`src/rtl/ram_burst_controller.sv`:
```
// Burst sequencer for a small single-port asynchronous RAM: one write or read
// burst per command, sequential wrapping addresses, registered RAM pins.
module ram_burst_controller #(
    parameter int ADDR_W = 4,
    parameter int DATA_W = 8
) (
    input  logic              clk,
    input  logic              rst_n,
    input  logic              cmd_valid,
    output logic              cmd_ready,
    input  logic              cmd_write,
    input  logic [ADDR_W-1:0] cmd_addr,
    input  logic [ADDR_W-1:0] cmd_len,
    input  logic              wr_valid,
    output logic              wr_ready,
    input  logic [DATA_W-1:0] wr_data,
    output logic              rd_valid,
    input  logic              rd_ready,
    output logic [DATA_W-1:0] rd_data,
    output logic              ram_we,
    output logic [ADDR_W-1:0] ram_addr,
    output logic [DATA_W-1:0] ram_din,
    input  logic [DATA_W-1:0] ram_dout,
    output logic              busy,
    output logic              done
);

    typedef enum logic [1:0] {IDLE, WRITE, READ, DONE} state_t;

    localparam logic [ADDR_W-1:0] ONE = ADDR_W'(1);

    state_t              state_reg, state_next;
    logic [ADDR_W-1:0]   count_reg, count_next;
    logic [ADDR_W-1:0]   addr_reg, addr_next;
    logic                ram_we_reg, ram_we_next;
    logic [ADDR_W-1:0]   ram_addr_reg, ram_addr_next;
    logic [DATA_W-1:0]   ram_din_reg, ram_din_next;

    always_ff @(posedge clk) begin
        if (!rst_n) begin
            state_reg    <= IDLE;
            count_reg    <= '0;
            addr_reg     <= '0;
            ram_we_reg   <= 1'b0;
            ram_addr_reg <= '0;
            ram_din_reg  <= '0;
        end else begin
            state_reg    <= state_next;
            count_reg    <= count_next;
            addr_reg     <= addr_next;
            ram_we_reg   <= ram_we_next;
            ram_addr_reg <= ram_addr_next;
            ram_din_reg  <= ram_din_next;
        end
    end

    always_comb begin
        state_next    = state_reg;
        count_next    = count_reg;
        addr_next     = addr_reg;
        ram_we_next   = 1'b0;
        ram_addr_next = ram_addr_reg;
        ram_din_next  = ram_din_reg;
        cmd_ready     = 1'b0;
        wr_ready      = 1'b0;
        rd_valid      = 1'b0;
        done          = 1'b0;
        busy          = 1'b1;

        case (state_reg)
            IDLE: begin
                cmd_ready = 1'b1;
                busy      = 1'b0;
                if (cmd_valid) begin
                    count_next = cmd_len;
                    addr_next  = cmd_addr;
                    if (cmd_write) begin
                        state_next = WRITE;
                    end else begin
                        // Present the first read address right away so
                        // rd_data is valid in the very next cycle.
                        state_next    = READ;
                        ram_addr_next = cmd_addr;
                    end
                end
            end
            WRITE: begin
                wr_ready = 1'b1;
                if (wr_valid) begin
                    ram_we_next   = 1'b1;
                    ram_addr_next = addr_reg;
                    ram_din_next  = wr_data;
                    addr_next     = addr_reg + ONE;
                    count_next    = count_reg - ONE;
                    if (count_reg == '0) begin
                        state_next = DONE;
                    end
                end
            end
            READ: begin
                rd_valid = 1'b1;
                if (rd_ready) begin
                    ram_addr_next = ram_addr_reg + ONE;
                    count_next    = count_reg - ONE;
                    if (count_reg == '0) begin
                        state_next = DONE;
                    end
                end
            end
            DONE: begin
                done       = 1'b1;
                state_next = IDLE;
            end
            default: begin
                state_next = IDLE;
            end
        endcase
    end

    assign ram_we   = ram_we_reg;
    assign ram_addr = ram_addr_reg;
    assign ram_din  = ram_din_reg;
    assign rd_data  = ram_dout;

endmodule

```
`config.mk`:
```
export PLATFORM = sky130hd
export DESIGN_NAME = ram_burst_controller
export DESIGN_NICKNAME = d
export VERILOG_FILES = /design/src/rtl/ram_burst_controller.sv
export SDC_FILE = /design/constraint.sdc
export NUM_CORES = 1
export LEC_CHECK = 0
export ABC_AREA = 0
export BUFFER_PORTS_ARGS = -buffer_cell sky130_fd_sc_hd__buf_2
export CAP_MARGIN = 40
export CORE_ASPECT_RATIO = 1.5
export CORE_UTILIZATION = 53
export CTS_BUF_LIST = sky130_fd_sc_hd__clkbuf_2 sky130_fd_sc_hd__clkbuf_4 sky130_fd_sc_hd__clkbuf_8
export CTS_CLUSTER_SIZE = 12
export DETAILED_ROUTE_END_ITERATION = 8
export PLACE_DENSITY = 0.87
export SLEW_MARGIN = 20
export SYNTH_ARGS = -nofsm -noshare
export SYNTH_HDL_FRONTEND = slang
export SYNTH_SLANG_ARGS = --single-unit
```
`constraint.sdc`:
```
create_clock -name clk -period 3.38 [get_ports clk]
set_input_delay 0 -clock clk [delete_from_list [all_inputs] [get_ports clk]]
set_output_delay 0 -clock clk [all_outputs]
set_load 0.01 [all_outputs]
```
==> summary.md <==
| Metric | Value |
|---|---|
| Commonest non-fill, non-tap cells in the layout | `buf_2 (39), dfxtp_1 (23), a21oi_1 (18), nand2_1 (18), nand3_1 (12)` |
| Post-synth EDFFs | `0` |
| Critical Path Start | `state_reg[1]` |
| Largest stage delay, worst path | `0.56 ns` |
| Vias in the first global route | `1341` |
| TritonCTS buffer count | `3` |
| Initial antenna violation count | `0` |
| Total grt overflow | `0` |
| Mapped Nets | `204` |
| Worst hold path type | `in2out` |
| Bufs and invs on worst path | `2` |
| Core ar. | `2450 µm²` |
| Post-DR vias/cell | `5.996` |
| Total global routing track utilization | `0.2568` |
| Leak Pwr | `0.7339 nW` |
| Post-synthesis compound-gate area fraction | `0.2281` |
| RSZ-0062 raised after global routing | `no` |
| Die area | `2821 µm²` |
| Crit end category | `flip-flop` |
| Commonest non-fill, non-tap cell in the layout | `buf_2` |
| H-tree lvl count | `1` |
| Min Tclk post-route | `2.778 ns` |
| Hold_sp | `ram_dout[7]` |
| IO Count | `56` |
| Gpl congestion | `0.7829` |
| Final Core Density | `0.6665` |
| Max-Cap Viols | `0` |
| First-pass GRT wire length | `5499 µm` |
| Main synth FF type | `dfxtp_1` |
| Setup Viol. Count Final | `0` |
| Clk pin slew, worst setup/hold paths | `0.13 ns` |
| Cell family with most CP delay | `simple AND/OR/NAND/NOR gates` |
| # rows | `22` |
| Yosys reg bits | `23` |
| Die outline height | `64.56 µm` |
| Sum of negative setup slack | `0 ns` |
| Post-synthesis mux area share | `0.02172` |
| Worst Hold Slack | `0.000004454 ns` |
| Failing checks | `DRC` |
| Starting Density | `0.5644` |
| Required @ worst endpoint | `3.60 ns` |
| Clk_lat worst skew | `0.32 ns` |
| Synth Area in XOR/XNOR | `0.01267` |
| Detailed Routing Iterations Pass 1 | `6` |
| Tot Pwr | `1.442 mW` |
| Post-synth ARST share | `0` |
| Hpwl dp | `2380 µm` |
| PostCTS Resize Cnt | `0` |
| CTS tree | `yes` |
| Worst-case reg-to-reg path depth | `7` |
| CP Class | `reg2reg` |
| DR WL/cell | `14.87 µm` |
| R2R Path Start | `state_reg[1]` |
| Netlist cell types | `42` |
| TritonCTS sink count | `23` |
| Fin nets | `242` |
| CP Depth | `7` |
| Pins Over Slew Limit | `0` |
| Worst reg-to-reg setup slack | `0.60 ns` |
| Bufs on Longest Clock Path | `2` |
| Largest family of logic cells by synthesized area | `simple AND/OR/NAND/NOR gates` |
| Simple-Gate Fraction of Synth Area | `0.2308` |
| Mapped cell area | `1383 µm²` |
| Slowest-stage cell, CP | `or4_4` |
| Final-report hold violation count | `0` |
| Slew @ Worst Pin | `0.7814 ns` |
| Achievable clock frequency | `359.9 MHz` |
| Area Growth Syn to Fin | `18.10%` |
| PD cells | `882.9 nW/µm²` |
| Setup Skew | `0.008051 ns` |
| Root buffer cell | `clkbuf_4` |
| CP Max Fanout | `25` |
| Status | `complete, but fails checks` |
| Layout cells sized above 1 | `0.2463` |
| Max FFs per register | `8` |
| DRT antenna net count | `0` |
| Adder-Cell Fraction of Synth Area | `0.07240` |
| Syn Inst Count | `166` |
| Hold path cells | `0` |
| Critical path data arrival time | `3.00 ns` |
| Peak VDD IR | `0.5525 mV` |
| Worst path cell trace | `inv_1, ha_1, nor2b_4, or4_4, o31ai_1, a21oi_1, dlygate4sd3_1` |
| Worst r2r dst | `count_reg[0]` |
| Register area share after synthesis | `0.3330` |
| Total Wirelength | `3375 µm` |
| DRC Markers | `4` |
| Tcrit/Tclk final | `0.8220` |
| Rel. slew slack | `0.4791` |
| Pin count of the biggest net entering global routing | `26` |
| Port-buffer cells | `39` |
| Syn Area/Cell | `8.329 µm²` |
| Worst Hold End | `rd_data[7]` |
| Startpoint class of the critical path | `flip-flop` |
| Initial DRC Count | `62` |
| N_diodes | `0` |
| Vias after detailed routing | `1361` |
| Yosys warns | `0` |
| Die width | `43.70 µm` |
-- power by group --
part | internal, mW | switching (mW) | total [mW] | leakage (nW)
clock network | 0.0443 | 0.0834 | 0.128 | 0.0177
logic | 0.371 | 0.515 | 0.886 | 0.528
registers | 0.354 | 0.0732 | 0.427 | 0.189
-- synth_stat cells (2+ instances only) --
| master | n | area, µm² |
|---|---|---|
| nor2_1 | 8 | 30.03 |
| nor2b_4 | 2 | 27.53 |
| a31oi_1 | 3 | 18.77 |
| inv_1 | 10 | 37.54 |
| nand2b_1 | 2 | 12.51 |
| and2_1 | 2 | 12.51 |
| dfxtp_1 | 23 | 460.4 |
| clkbuf_1 | 5 | 18.77 |
| a21oi_1 | 18 | 90.09 |
| ha_1 | 8 | 100.1 |
| a211oi_1 | 2 | 15.01 |
| o21a_1 | 2 | 15.01 |
| o21ai_0 | 6 | 30.03 |
| nor2b_1 | 5 | 31.28 |
| nand3_1 | 12 | 60.06 |
| o21ai_1 | 4 | 20.02 |
| mux2i_1 | 3 | 30.03 |
| nand2_1 | 18 | 67.56 |
| buf_4 | 9 | 67.56 |
| o211ai_1 | 2 | 15.01 |
-- metal layers --
metal	track usage	vias up	wire length, µm
li1	-	651	-
met1	0.2483	643	1247
met2	0.4757	56	1828
met3	0.03621	11	192
met4	0.1719	0	108
met5	0	-	0
-- what timing repair did --
item	4_1_cts	5_1_grt
hold endpoints to repair	10	0
setup buffers	0	0
endpoints found under the setup margin	0	0
hold buffers	10	0
-- metrics by stage --
stage / setup slack [ns] / cells / instance area (µm²)
floorplan: 1.451 / 166 / 1383
global placement: 1.245 / 213 / 1505
detailed placement: 1.148 / 213 / 1505
CTS: 0.6315 / 227 / 1633
global route: 0.4565 / 227 / 1633
finish: 0.6017 / 227 / 1633
-- worst max-delay path by stage --
stage | to | slack (ns)
4_1_cts | count_reg[0] | 0.63
6_report | count_reg[0] | 0.60
2_1_floorplan | ram_addr[2] | 1.45
3_5_place_dp | ram_addr[2] | 1.15
3_3_place_gp | ram_addr[2] | 1.24
5_1_grt | count_reg[0] | 0.46
-- cells by family after synthesis --
family          count (synthesis)
fa+ha+maj                       8
xor+xnor                        2
buf+inv                        26
flops                          23
mux                             3
compound gates                 47
simple gates                   57
-- final cells by class --
class,instances,area (µm²)
sequential,23,460.4
timing repair buffer,49,295.3
multi-input combinational,117,782.0
clock inverter,1,5.005
fill,207,817.0
tap,24,30.03
clock buffer,3,22.52
inverter,10,37.54
(Power assumes the default switching activity.)
